### src/rtl/ps2_pkg.sv
// Shared definitions for the PS/2 Set-2 key tracker: decoder states and prefix bytes.
package ps2_pkg;

  typedef enum logic [2:0] {
    IDLE,
    EXT,
    BRK,
    EXT_BRK,
    PAUSE
  } ps2_state_t;

  localparam logic [7:0] PS2_EXT        = 8'hE0;
  localparam logic [7:0] PS2_BRK        = 8'hF0;
  localparam logic [7:0] PS2_PAUSE      = 8'hE1;
  localparam logic [2:0] PS2_PAUSE_TAIL = 3'd7;

endpackage

### src/rtl/ps2_key_match.sv
// Combinational key-table lookup: per-entry hit vector plus lowest matching index.
module ps2_key_match #(
  parameter int unsigned               NUM_KEYS  = 6,
  parameter int unsigned               IDX_W     = 3,
  parameter logic [NUM_KEYS*9-1:0]     KEY_CODES = '0
) (
  input  logic [8:0]          code,
  output logic [NUM_KEYS-1:0] hit,
  output logic                any_hit,
  output logic [IDX_W-1:0]    idx
);

  logic found;

  always_comb begin
    hit   = '0;
    idx   = '0;
    found = 1'b0;
    for (int unsigned i = 0; i < NUM_KEYS; i++) begin
      hit[i] = (KEY_CODES[9*i +: 9] == code);
      if (hit[i] && !found) begin
        idx   = IDX_W'(i);
        found = 1'b1;
      end
    end
    any_hit = |hit;
  end

endmodule

### src/rtl/ps2_key_tracker.sv
// Set-2 scan-code sequence decoder with per-key held bitmap, make/break events and
// last-pressed ASCII. Define PS2_KEY_TRACKER_REPEAT_FILTER_EN to suppress typematic repeats.
module ps2_key_tracker
  import ps2_pkg::*;
#(
  parameter int unsigned           NUM_KEYS       = 6,
  parameter logic [NUM_KEYS*9-1:0] KEY_CODES      = {9'h172, 9'h042, 9'h175, 9'h044, 9'h01B, 9'h01D},
  parameter logic [NUM_KEYS*8-1:0] KEY_ASCII      = {8'h4B, 8'h4B, 8'h4F, 8'h4F, 8'h53, 8'h57},
  parameter logic [7:0]            IDLE_ASCII     = 8'h20,
  parameter int unsigned           TIMEOUT_CYCLES = 50000,
  localparam int unsigned          IDX_W          = (NUM_KEYS > 1) ? $clog2(NUM_KEYS) : 1
) (
  input  logic                inclock,
  input  logic                reset,
  input  logic [7:0]          scan_code,
  input  logic                scan_valid,
  output logic [NUM_KEYS-1:0] key_held,
  output logic                key_event,
  output logic [IDX_W-1:0]    key_event_idx,
  output logic                key_event_make,
  output logic [7:0]          last_ascii
);

  localparam int unsigned CNT_W = $clog2(TIMEOUT_CYCLES + 1);

  ps2_state_t          state;
  ps2_state_t          dec_state;
  logic [CNT_W-1:0]    cnt;
  logic [2:0]          skip;
  logic                expired;
  logic [8:0]          code;
  logic                do_make;
  logic                do_brk;
  logic                fresh_make;
  logic                fresh_brk;
  logic [NUM_KEYS-1:0] hit;
  logic                any_hit;
  logic [IDX_W-1:0]    hit_idx;

  ps2_key_match #(
    .NUM_KEYS  (NUM_KEYS),
    .IDX_W     (IDX_W),
    .KEY_CODES (KEY_CODES)
  ) u_match (
    .code    (code),
    .hit     (hit),
    .any_hit (any_hit),
    .idx     (hit_idx)
  );

  // A byte arriving in the cycle the timeout fires is decoded as if from IDLE.
  always_comb begin
    expired   = (state != IDLE) && (cnt == CNT_W'(TIMEOUT_CYCLES));
    dec_state = expired ? IDLE : state;
    code      = {(dec_state == EXT) || (dec_state == EXT_BRK), scan_code};
    do_make   = 1'b0;
    do_brk    = 1'b0;
    if (scan_valid) begin
      case (dec_state)
        IDLE:         do_make = (scan_code != PS2_EXT) && (scan_code != PS2_BRK) &&
                                (scan_code != PS2_PAUSE);
        EXT:          do_make = (scan_code != PS2_BRK);
        BRK, EXT_BRK: do_brk  = 1'b1;
        default:      ;
      endcase
    end
`ifdef PS2_KEY_TRACKER_REPEAT_FILTER_EN
    fresh_make = ~key_held[hit_idx];
    fresh_brk  = key_held[hit_idx];
`else
    fresh_make = 1'b1;
    fresh_brk  = 1'b1;
`endif
  end

  always_ff @(posedge inclock or posedge reset) begin
    if (reset) begin
      state          <= IDLE;
      cnt            <= '0;
      skip           <= '0;
      key_held       <= '0;
      key_event      <= 1'b0;
      key_event_idx  <= '0;
      key_event_make <= 1'b0;
      last_ascii     <= '0;
    end else begin
      key_event <= 1'b0;
      if (scan_valid) begin
        cnt <= '0;
        case (dec_state)
          IDLE: begin
            if (scan_code == PS2_EXT)        state <= EXT;
            else if (scan_code == PS2_BRK)   state <= BRK;
            else if (scan_code == PS2_PAUSE) begin
              state <= PAUSE;
              skip  <= PS2_PAUSE_TAIL;
            end else                         state <= IDLE;
          end
          EXT:     state <= (scan_code == PS2_BRK) ? EXT_BRK : IDLE;
          PAUSE: begin
            skip <= skip - 3'd1;
            if (skip <= 3'd1) state <= IDLE;
          end
          default: state <= IDLE;
        endcase
      end else if (expired) begin
        state <= IDLE;
        cnt   <= '0;
      end else if (state != IDLE) begin
        cnt <= cnt + CNT_W'(1);
      end

      if (do_make) begin
        key_held <= key_held | hit;
        if (!any_hit) begin
          last_ascii <= IDLE_ASCII;
        end else if (fresh_make) begin
          key_event      <= 1'b1;
          key_event_idx  <= hit_idx;
          key_event_make <= 1'b1;
          last_ascii     <= KEY_ASCII[8*hit_idx +: 8];
        end
      end else if (do_brk) begin
        key_held <= key_held & ~hit;
        if (any_hit && fresh_brk) begin
          key_event      <= 1'b1;
          key_event_idx  <= hit_idx;
          key_event_make <= 1'b0;
        end
      end
    end
  end

endmodule

### config.mk
export PLATFORM = sky130hd
export DESIGN_NAME = ps2_key_tracker
export DESIGN_NICKNAME = d
export VERILOG_FILES = /design/src/rtl/ps2_pkg.sv /design/src/rtl/ps2_key_match.sv /design/src/rtl/ps2_key_tracker.sv
export SDC_FILE = /design/constraint.sdc
export NUM_CORES = 1
export LEC_CHECK = 0
export ABC_AREA = 1
export ABC_CLOCK_PERIOD_IN_PS = 1800
export CORE_MARGIN = 3
export CORE_UTILIZATION = 45
export DETAILED_ROUTE_END_ITERATION = 6
export GPL_TIMING_DRIVEN = 0
export PLACE_DENSITY = 0.7
export SLEW_MARGIN = 25
export SYNTH_ARGS = -nofsm -noshare
export SYNTH_HDL_FRONTEND = slang
export SYNTH_SLANG_ARGS = --single-unit
### constraint.sdc
create_clock -name inclock -period 1.8 [get_ports inclock]
set_input_delay 0.36 -clock inclock [delete_from_list [all_inputs] [get_ports inclock]]
set_output_delay 0.36 -clock inclock [all_outputs]
set_load 0.005 [all_outputs]
; After elaboration in Yosys (flattened, before gate mapping)
; Cells that the tools add are included.
; Widths: inputs -> output; s select.
[totals]
reg_bits = 41
in_bits = 11
output_inout_bits = 19
wordCells = 101
[op_classes]
addsub = 2
magnitude_cmp = 1
eq_ne = 21
shift = 1
mux = 42
bitwise_logic = 3
reduce_logical = 23
[ops]
columns = cell, count
row1 = $mux 16, 3
row2 = $shiftx 48x7->8 const A, 1
row3 = $mux 3, 14
row4 = $eq 8x8->1 const B, 3
row5 = $ne 8x8->1 const B, 3
row6 = $eq 5x9->1 const A, 2
row7 = $eq 7x9->1 const A, 2
row8 = $eq 9x9->1 const A, 2
row9 = $add 16x1->16 const B, 1
row10 = $eq 16x16->1 const B, 1
row11 = $mux 1, 16
row12 = $mux 6, 2
row13 = $pmux 3 s3, 1
row14 = $logic_and 1x1->1, 8
row15 = $mux 8, 1
row16 = $and 6x6->6, 1
row17 = $eq 3x2->1 const B, 2
row18 = $mux 2, 3
row19 = $ne 2x2->1 const B, 3
row20 = $not 6->6, 1
row21 = $or 6x6->6, 1
row22 = $pmux 3 s2, 1
row23 = $reduce_bool 3->1, 2
row24 = $reduce_or 6->1, 1
row25 = 13 further kinds, 18

; Logic depth before layout (Yosys ltp)
[logic_depth]
depth_word = 25
mapped_depth = 13
depth_no_buf = 13

; By module
; From an unflattened synthesis, not the netlist that was laid out.
[unflattened]
cells_unflattened = 305
hier_area_um2 = 2379.8
[modules_own_cells]
columns = mod, instances, cells_each, area_each_um2, seq_area_each_um2
row1 = ps2_key_tracker, 1, 260, 2142.1, 950.9
row2 = ps2_key_match, 1, 45, 237.7, 0.0

; Worst setup path after synthesis
; No wires, ideal clock.
[synth_timing]
path_kind = register -> register
startpoint = register cnt[0]
endpoint = register last_ascii[3]
t_arrival_ns = 1.694
required_time_ns = 1.683
slack_ns = -0.011
path_stages_with_launch = 12
n_path_buf = 0
synth_period_minus_slack_ns = 1.811
path_cell_list = dfrtp_1 -> inv_1 -> ha_1 -> nand2_1 -> nor2_1 -> nand3_2 -> nand4_1 -> nand2_1 -> inv_1 -> ha_1 -> nand3_1 -> nand2_1
[synth_between]
elab_chain_len = 24
[synth_rtl]
columns = element, line
row1 = "start, declared", ps2_key_tracker.sv:28  ; logic [CNT_W-1:0] cnt;
row2 = "start signal, assigned", ps2_key_tracker.sv:110  ; cnt <= cnt + CNT_W'(1);
row3 = $eq 16x16->1 *, ps2_key_tracker.sv:53  ; expired = (state != IDLE) && (cnt == CNT_W'(TIMEOUT_CYCLES));
row4 = $logic_and 1x1->1 *, ps2_key_tracker.sv:53
row5 = $mux 3 *, n/a
row6 = $eq 3x1->1 / $eq 3x2->1 (equally long branches), ps2_key_tracker.sv:55  ; code = {(dec_state == EXT) || (dec_state == EXT_BRK), scan_code};
row7 = $logic_or 1x1->1 *, ps2_key_tracker.sv:55
row8 = $eq 5x9->1, ps2_key_match.sv:20  ; hit[i] = (KEY_CODES[9*i +: 9] == code);
row9 = $mux 1, ps2_key_match.sv:21  ; if (hit[i] && !found) begin
row10 = $logic_not 1->1, ps2_key_match.sv:21
row11 = [9 not listed], n/a
row12 = $logic_and 1x1->1, ps2_key_match.sv:21
row13 = $mux 1, ps2_key_match.sv:21
row14 = $logic_not 1->1, ps2_key_match.sv:21
row15 = $logic_and 1x1->1, ps2_key_match.sv:21
row16 = $mux 3 *, ps2_key_match.sv:21
row17 = net hit_idx[1], ps2_key_tracker.sv:38  ; logic [IDX_W-1:0] hit_idx;
row18 = $shiftx 48x7->8 *, ps2_key_tracker.sv:121  ; last_ascii <= KEY_ASCII[8*hit_idx +: 8];
row19 = $mux 8 *, ps2_key_tracker.sv:115  ; if (!any_hit) begin
row20 = "end signal, assigned", ps2_key_tracker.sv:121
row21 = "end, declared", ps2_key_tracker.sv:21  ; output logic [7:0] last_ascii
; Mark *: on every way through the listed nets, which the timed path passes. The rest lies on a longest branch.
; A chain may end at the register's enable or synchronous reset.

; Worst setup path in the final report
[layout_timing]
startpoint = register cnt[1]
endpoint = register key_event_idx[1]
[layout_between]
elab_chain_len = 25
[layout_rtl]
columns = element, line
row1 = $eq 16x16->1 *, ps2_key_tracker.sv:53
row2 = $logic_and 1x1->1 *, ps2_key_tracker.sv:53
row3 = $mux 3 *, n/a
row4 = $eq 3x1->1 / $eq 3x2->1 (equally long branches), "ps2_key_tracker.sv:55, ps2_key_tracker.sv:59"
row5 = $logic_or 1x1->1, ps2_key_tracker.sv:55
row6 = $eq 5x9->1, ps2_key_match.sv:20
row7 = $mux 1, ps2_key_match.sv:21
row8 = $logic_not 1->1, ps2_key_match.sv:21
row9 = [9 not listed], n/a
row10 = $logic_and 1x1->1, ps2_key_match.sv:21
row11 = $mux 1, ps2_key_match.sv:21
row12 = $logic_not 1->1, ps2_key_match.sv:21
row13 = $logic_and 1x1->1, ps2_key_match.sv:21
row14 = $mux 3, ps2_key_match.sv:21
row15 = $mux 3, "ps2_key_tracker.sv:115, ps2_key_tracker.sv:125"
row16 = $mux 3, ps2_key_tracker.sv:123  ; end else if (do_brk) begin
row17 = $mux 3, ps2_key_tracker.sv:113  ; if (do_make) begin
row18 = "end signal, assigned", ps2_key_tracker.sv:119  ; key_event_idx <= hit_idx;
row19 = "end signal, assigned", ps2_key_tracker.sv:127  ; key_event_idx <= hit_idx;
row20 = "end, declared", ps2_key_tracker.sv:19  ; output logic [IDX_W-1:0] key_event_idx,
; Mark *: on every way between the ends. The rest lies on a longest branch, timed or not. The select of a mux whose other input is x is not followed.

==> results.cfg <==
[outcome]
status = finished, violations left
violations = negative setup slack

[synth]
netlist_area_mm2 = 0.002262
syn-num-nets = 318
ys_seq_area_share_pct = 42.04
synth_cell_types = 34
synthTopCellsByArea = dfrtp_1, nand2_1, nor2_1
avgSynthCellArea_um2 = 7.516
synth_top_flop_cell = dfrtp_1
yosys.area.top_type = dfrtp_1
synth_edf_count = 0
synth-seq-cells = 38
ys_warn_count = 0
synth_async_sr_flop_share_pct = 100.0
syn_inst = 301
yosysTopAreaCellShare_pct = 42.04

[routing]
drc = 0
viasPerCell = 5.141
ant_nets = 0
via_count = 2221
wl_mm = 5.725
first_iter_violations = 146
drt-wirelength-per-cell_um = 13.25
dr.pass1.iters = 4

[floorplanning]
die_h_um = 76.90
ios = 30
start_util_pct = 47.27
die_area_mm2 = 0.005914
num_rows = 25
coreArea_mm2 = 0.004786
fp.dieW_um = 76.90

[finish]
area_delta_synth_final_pct = 42.48
design_area_mm2 = 0.003223
antennaDiodeCount = 0
final_cells = 432
fillers = 391
layout.nets = 381
drive_above_1_share_pct = 26.85
layout_commonest_cell = nand2_1
mostFrequentLayoutCells = nand2_1, inv_1, dfrtp_1

[setup_path]
endpoint_kind = flip-flop
required_ns = 2.00
crit_path_start = cnt[1]
crit_type = flip-flop to flip-flop
arrival_ns = 2.01
startpoint_type = flip-flop
r2r-start = cnt[1]
crit_fanout = 6

[clock_tree]
clock_latency_ns = 0.30
path_clk_slew_ns = 0.08
holdBufCountCts = 0
cts_inserted_buffers = 5
cts.sinks = 38
cts_tree = yes
clock-root-buffer = clkbuf_8
htree_levels = 2
clockBufferDepth = 2

[timing]
timing.setup.tns_ns = -0.01792
skew_ns = 0.008605
hold_ws_ns = 0.3828
fin_crit_sh_pct = 100.6
slew_viol_final = 0
rsz0062_at_grt = yes
hold_viol = 0
worst_slack_ns = -0.01080
setup_viol = 2
timing.fmax_ghz = 0.5522
period_minus_slack_ns = 1.811

[global_route]
grt_pass1_vias = 2044
grt_max_degree = 21
grt_util_all_layers_pct = 19.15
antenna_found_initial = 0
gr-total-overflow = 0
grt_pass1_wl_mm = 9.273

[placed_design]
dp.cells = 397
gp_congestion = 0.8916
hpwl_mm = 3.747
postPlaceCellArea_mm2 = 0.002654
portBuffers = 28

[pwr]
p_leak_nw = 1.503
total_power_mw = 2.244
p_per_area_mw_per_mm2 = 696.1
vdd_drop_max_v = 0.0004857

[run]
max_cap_violations = 0

[hold_path]
min_path_type = input port to asynchronous set/reset pin
layer usage:
layer	GRT usage (%)	up-vias	wire length, µm
met5	0	-	0
met4	7.428	0	108
met3	4.108	10	223
met2	30.92	45	2789
met1	25.06	1058	2604
li1	-	1108	-
worst paths after layout:
| kind | end | slack, ns | cells after the start |
|---|---|---|---|
| worst max register to register | key_event_idx[1] | -0.01 | 13 |
| min in group inclock | key_event_idx[1] | 0.48 | 2 |
| worst max-delay path | key_event_idx[1] | -0.01 | 13 |
| worst min register to register | key_event_idx[1] | 0.48 | 2 |
| worst min-delay path | cnt[6] | 0.38 | 2 |
| max in group asynchronous | state[0] | 0.95 | 3 |
where the power goes:
group	total [mW]	leakage [nW]	switching, mW	internal (mW)
registers	0.946	0.511	0.0371	0.909
clock network	0.882	0.0683	0.326	0.555
logic	0.416	0.923	0.230	0.185
worst max-delay path, cell delays in order, from the launching register on:
cell and delay (ns):
dfrtp_1 0.39, inv_2 0.08, ha_4 0.16, nand2_2 0.07, nor2_4 0.13, nand3_4 0.13, o21ai_2 0.09, nand2_1 0.09
nor2_2 0.13, nand2_2 0.11, nand2_4 0.12, nand2_4 0.08, nand2_1 0.07, nand2_1 0.04
sequential cells by signal (all words and copies together) (netlist names):
| register | flops |
|---|---|
| key_event_make | 1 |
| skip | 3 |
| last_ascii | 5 |
| key_event_idx | 3 |
| cnt | 16 |
| key_event | 1 |
| state | 3 |
| key_held | 6 |
final cells by class:
class	instances	area, µm²	share of cell area (%)
well taps	67	83.83	2.601
repair buffers	55	520.5	16.15
multi-input cells	218	1324	41.07
inverters	41	162.7	5.047
flip-flops and latches	38	955.9	29.66
clock buffers	5	68.82	2.135
clock inverters	3	68.82	2.135
plain buffers	5	38.79	1.203
stage by stage:
step	worst slack, ns	utilization (%)
after CTS	-0.01676	61.28
after detailed placement	-0.6666	55.45
after global routing	-0.1337	67.35
after global placement	-0.6055	54.88
final	-0.01080	67.35
after floorplan	0.01017	-
cells by family (layout without fill, tap and decap cells):
logic type | Yosys count | after routing | share of synthesized area (%)
other cells | 1 | 1 | 0.1658
flops | 38 | 38 | 42.04
buf+inv | 46 | 109 | 8.462
xor+xnor | 5 | 5 | 1.936
simple gates | 158 | 159 | 31.97
compound gates | 47 | 47 | 12.11
fa+ha+maj | 6 | 6 | 3.318
cell usage after synthesis, types with 2 or more instances:
| master | n |
|---|---|
| a31oi_1 | 3 |
| o21ai_0 | 16 |
| a21oi_1 | 6 |
| nand3_1 | 20 |
| nand2_2 | 5 |
| buf_4 | 3 |
| inv_2 | 3 |
| dfrtp_1 | 38 |
| inv_1 | 38 |
| nand3_2 | 3 |
| nand3b_1 | 2 |
| o211ai_1 | 3 |
| nor3_1 | 2 |
| o31ai_1 | 2 |
| nor2_1 | 44 |
| nor2_2 | 3 |
| nand2_1 | 65 |
| ha_1 | 6 |
| a211oi_1 | 3 |
| nand4_1 | 10 |
| xor2_1 | 5 |
| o21ai_1 | 9 |
timing repair:
action                                  CTS  global route
pin swaps                                 4            20
endpoints found under the setup margin   27            31
resized for setup                        18            48
cloned                                    0             1
endpoints found under the hold margin     0             0
setup buffers                             8            18
Note: power is estimated with default switching activity, not from simulation.
==> patch 1 (same settings) <==
Make the reset (`reset`) synchronous in one clocked block.
--- a/src/rtl/ps2_key_tracker.sv
+++ b/src/rtl/ps2_key_tracker.sv
@@ -73,7 +73,7 @@
 `endif
   end
 
-  always_ff @(posedge inclock or posedge reset) begin
+  always_ff @(posedge inclock) begin
     if (reset) begin
       state          <= IDLE;
       cnt            <= '0;
Behaviour: differs if reset is asserted again (counterexample within 4 cycles, from zero or initial values and one cycle with reset high); with reset held inactive, the same outputs for 10 cycles.
==> patch 1 against the original RTL <==
Sequential cell count did not move. Fmax rose by 3.5%. Synthesized area shrank 7.4%. Routed wire length down 14%. Worst setup slack better by 0.061 ns. Design area shrank 11%. Critical endpoint is now last_ascii[6]. Highest routed layer unchanged.
Power is not compared: it rests on default switching activity, and its combinational part moved more than twofold at a synthesized area within 25%.
==> patch 1: results (changes against the original RTL) <==
Post-CTS Resized: 17 (-1)
r2r setup slk: 0.05 ns (+0.06 ns)
sequential fraction of the synthesis area: 0.363 (-0.0574)
Final Wtd Congestion: 0.922 (+3.4%)
R2R depth: 11 (-2)
FF-to-FF Start: cnt[0]
commonest cells in the netlist: 63 x nand2_1, 38 x dfxtp_1, 37 x nor2_1
Top FF cell, synth: dfxtp_1
hold depth: 2
Non-CTS inverters: 35 (-15%)
Post-DP HPWL: 3.37 mm (-10%)
WP data arrival: 1.97 ns (-0.04 ns)
initial antenna violation count: 0 (unchanged)
Post-CTS Setup Bufs: 5 (-3)
nonclk buf count: 47 (-22%)
FILL cells: 374 (-4.3%)
Vias/cell: 5.03 (-2.1%)
Gate Count Post-Synth: 302 (+0.33%)
GRT Util Overall: 0.175 (-0.0168)
placed cell area: 2430 um^2 (-8.4%)
Final Critical Period: 1.75 ns (-0.0613 ns)
Signal buf overhead: 0.157 (-0.0169)
vias in the first global route: 1770 (-13%)
nets: 366 (-3.9%)
largest net degree at the start of global routing: 12 (-43%)
first-pass GRT wire length: 7.62 mm (-18%)
CP startpoint kind: flip-flop
ys async rst share: 0 (-1.00)
Max FO, Critical Path: 5 (-1)
share of layout cells above drive strength 1: 0.263 (-0.00564)
placed cells: 381 (-4.0%)
HP Class: reg -> reg
WL per Instance: 12.2 um (-7.6%)
post-synth net total: 319 (+0.31%)
WHS: 0.462 ns (+0.0787 ns)
setup slack at placement: -0.575 ns (+0.0912 ns)
Seq/total area: 0.269 (-0.0271)
ClkCell Share: 0.0319 (-0.0108)
crit-path max cell delay: 0.34 ns (-0.05 ns)
CLK BUF: 7 (+2)
Synth area leaders: dfxtp_1 36%, nand2_1 11%, a21oi_1 6.7%
port bufs: 27 (-3.6%)
post-synthesis cell type count: 33 (-2.9%)
Layout Skew: 0.00936 ns (+0.000752 ns)
1st-iter DRT viols: 149 (+2.1%)
final WL: 4.92 mm (-14%)
Layout area overhead: 36.5%
CP Capture Point: last_ascii[6]
multi-input gates: 222 (+1.8%)
VDD IR max: 379 uV
status: completed
core area: 4410 um^2 (-7.8%)
fraction of area in multi-input gates: 0.471 (+0.0600)
CP max-delay cell: dfxtp_2
-- patch 1: report_power, final --
| part | internal (uW) | leakage [uW] | switching [uW] |
|---|---|---|---|
| Sequential | 843 | 0.000310 | 2.71 |
| Combinational | 48.9 | 0.000768 | 71.0 |
| Clock | 309 | 0.0000482 | 293 |
-- patch 1: kinds of logic after synthesis --
| group | after synthesis | synth area share |
|---|---|---|
| compound gates | 48 | 0.117 |
| xor+xnor | 8 | 0.0334 |
| fa+ha+maj | 6 | 0.0358 |
| buf+inv | 42 | 0.0848 |
| flops | 38 | 0.363 |
| other cells | 1 | 0.00179 |
| simple gates | 159 | 0.364 |
-- patch 1: per-layer routing --
layer / vias up / global-route usage / routed length, um
met2: 49 / 0.262 / 2160
met1: 891 / 0.253 / 2470
met4: 0 / 0.0534 / 62
met5: - / 0 / 0
met3: 7 / 0.0351 / 236
li1: 1076 / - / -
==> patch 2 (same flow settings) <==
Made on the original files. Change the parameter `TIMEOUT_CYCLES` from 50000 to 100000.
--- a/src/rtl/ps2_key_tracker.sv
+++ b/src/rtl/ps2_key_tracker.sv
@@ -7,7 +7,7 @@
   parameter logic [NUM_KEYS*9-1:0] KEY_CODES      = {9'h172, 9'h042, 9'h175, 9'h044, 9'h01B, 9'h01D},
   parameter logic [NUM_KEYS*8-1:0] KEY_ASCII      = {8'h4B, 8'h4B, 8'h4F, 8'h4F, 8'h53, 8'h57},
   parameter logic [7:0]            IDLE_ASCII     = 8'h20,
-  parameter int unsigned           TIMEOUT_CYCLES = 50000,
+  parameter int unsigned           TIMEOUT_CYCLES = 100000,
   localparam int unsigned          IDX_W          = (NUM_KEYS > 1) ? $clog2(NUM_KEYS) : 1
 ) (
   input  logic                inclock,
Check against the original RTL: same outputs for any inputs over 10 cycles, from zero or initial values and one cycle with reset high; that may be too few to reach the edited logic, so the function may still have changed.
==> patch 2 against the original RTL <==
The run still ends with negative setup slack left. First-iteration DRC count grew 2.1%. Via count up 0.27%. Sequential cell count increased by 1. Synthesized area increased by 4.6%. Clock skew decreased by 0.0029 ns. Die area increased by 4.2%. Highest routed layer unchanged. Power is 17% lower. Largest cell class unchanged. Worst setup slack worse by 0.068 ns. Design area is 5.0% higher. Routed wire length shrank 2.4%.
==> patch 2: results (changes against the original RTL) <==
Gate Count Post-Synth: 314 (+4.3%)
commonest cells in the netlist: 77 x nand2_1, 39 x dfrtp_1, 39 x nor2_1
clock root buffer: clkbuf_8
Top FF cell, synth: dfrtp_1
status: finished, violations left
CP delay by family, top: simple AND/OR/NAND/NOR gates
Final Wtd Congestion: 0.896 (+0.52%)
1st-iter DRT viols: 149 (+2.1%)
Global Route met2 Usage: 0.271 (-0.0384)
Max FO, Critical Path: 6 (unchanged)
FILL cells: 386 (-1.3%)
Layout Skew: 0.00573 ns (-0.00287 ns)
setup TNS: -0.277 ns (-0.259 ns)
met3 global-route usage: 0.0241 (-0.0170)
CP max-delay cell: dfrtp_1
GRT Util Overall: 0.178 (-0.0134)
port bufs: 27 (-3.6%)
Final setup violation count: 7 (+5)
Final WS setup: -0.0790 ns (-0.0682 ns)
initial antenna violation count: 0 (unchanged)
first-pass GRT wire length: 8.98 mm (-3.2%)
Synth area leaders: dfrtp_1 41%, nand2_1 12%, nor2_1 6.2%
failing checks: negative setup slack
HP Class: in -> async
Num CTS Buffers: 5 (unchanged)
VDD IR max: 388 uV (-20%)
Leakage Power: 0.00158 uW (+5.2%)
WP data arrival: 2.07 ns (+0.06 ns)
clock slew at reported path FFs: 0.08 ns (about the same)
Post-DP HPWL: 3.70 mm (-1.2%)
Switching Fraction: 0.284 (+0.0195)
Post-Layout Cell Count: 439 (+1.6%)
Largest regs: cnt x17, key_held x6, last_ascii x5
largest net degree at the start of global routing: 29 (+38%)
final WL: 5.59 mm (-2.4%)
ys async rst share: 1.00 (unchanged)
sequential fraction of the synthesis area: 0.412 (-0.00787)
nets: 387 (+1.6%)
placed cells: 409 (+3.0%)
share of layout cells above drive strength 1: 0.339 (+0.0702)
vias in the first global route: 1953 (-4.5%)
drt pass-1 iters: 4 (unchanged)
met1 Track Usage GR: 0.258 (+0.00778)
post-synthesis cell type count: 37 (+8.8%)
Vias/cell: 5.07 (-1.3%)
post-synth net total: 330 (+3.8%)
warnings from Yosys: 0 (unchanged)
-- patch 2: changes by cell type after synthesis, moves of 6 or more --
cell     delta
inv_1      -10
inv_2      +11
nand2_1    +12
nand4_1     -6
o21ai_0     -9
o21ai_1     +6
-- patch 2: per-layer routing --
layer  wire (um)  vias to the layer above
met5           0                        -
met4          71                        0
met3         195                        4
met2        2670                       41
met1        2650                     1034
li1            -                     1148
-- patch 2: final cells by class --
type	count	share of cell area
Multi-Input combinational cell	229	0.456
Inverter	42	0.0488
Sequential cell	39	0.289
Buffer	5	0.0126
Clock inverter	3	0.00444
Timing Repair Buffer	49	0.145
Tap cell	67	0.0248
Clock buffer	5	0.0203
-- patch 2: cells by family after synthesis --
logic type | synth area share
and+or+nand+nor | 0.358
other | 0.00158
DFF | 0.412
AOI/OAI and AO/OA | 0.111
buffers and inverters | 0.0830
adders and majority gates | 0.0264
xor gates and xnor gates | 0.00740
-- patch 2: final timing paths --
path | slack, ns | start | depth (start not counted) | endpoint
worst max-delay path | -0.08 | cnt[0] | 14 | last_ascii[3]
worst min-delay path | 0.32 | reset | 2 | key_event_idx[2]
worst max register to register | -0.08 | cnt[0] | 14 | last_ascii[3]
worst min register to register | 0.47 | key_event_idx[0] | 2 | key_event_idx[0]
max in group asynchronous | 1.03 | reset | 3 | state[0]
min in group inclock | 0.43 | scan_valid | 3 | state[0]
-- patch 2: power by group through the flow --
stage | clock (uW) | sequential [uW] | combinational [uW]
after global routing | 640 | 973 | 366
after global placement | 0 | 980 | 270
after detailed placement | 0 | 980 | 285
after floorplan | 0 | 976 | 182
final | 582 | 965 | 318
after CTS | 595 | 963 | 298
-- patch 2: metrics by stage --
stage | cell area (um^2) | utilization | worst slack, ns | power (uW) | hold slack, ns
5_1_grt | 3380 | 0.689 | -0.191 | 1980 | 0.341
6_report | 3380 | 0.689 | -0.0790 | 1860 | 0.316
3_5_place_dp | 2770 | 0.563 | -0.635 | 1270 | 0.459
2_1_floorplan | 2390 | - | 0.00707 | 1160 | 0.459
3_3_place_gp | 2750 | 0.559 | -0.626 | 1250 | 0.456
4_1_cts | 3010 | 0.612 | -0.0407 | 1860 | 0.322
-- patch 2: what timing repair did --
| action | CTS | global route |
|---|---|---|
| gates cloned | 0 | 1 |
| endpoints found under the setup margin | 22 | 33 |
| pin swaps | 8 | 19 |
| buffers inserted | 10 | 12 |
| endpoints found under the hold margin | 0 | 0 |
| gates resized for setup | 19 | 73 |
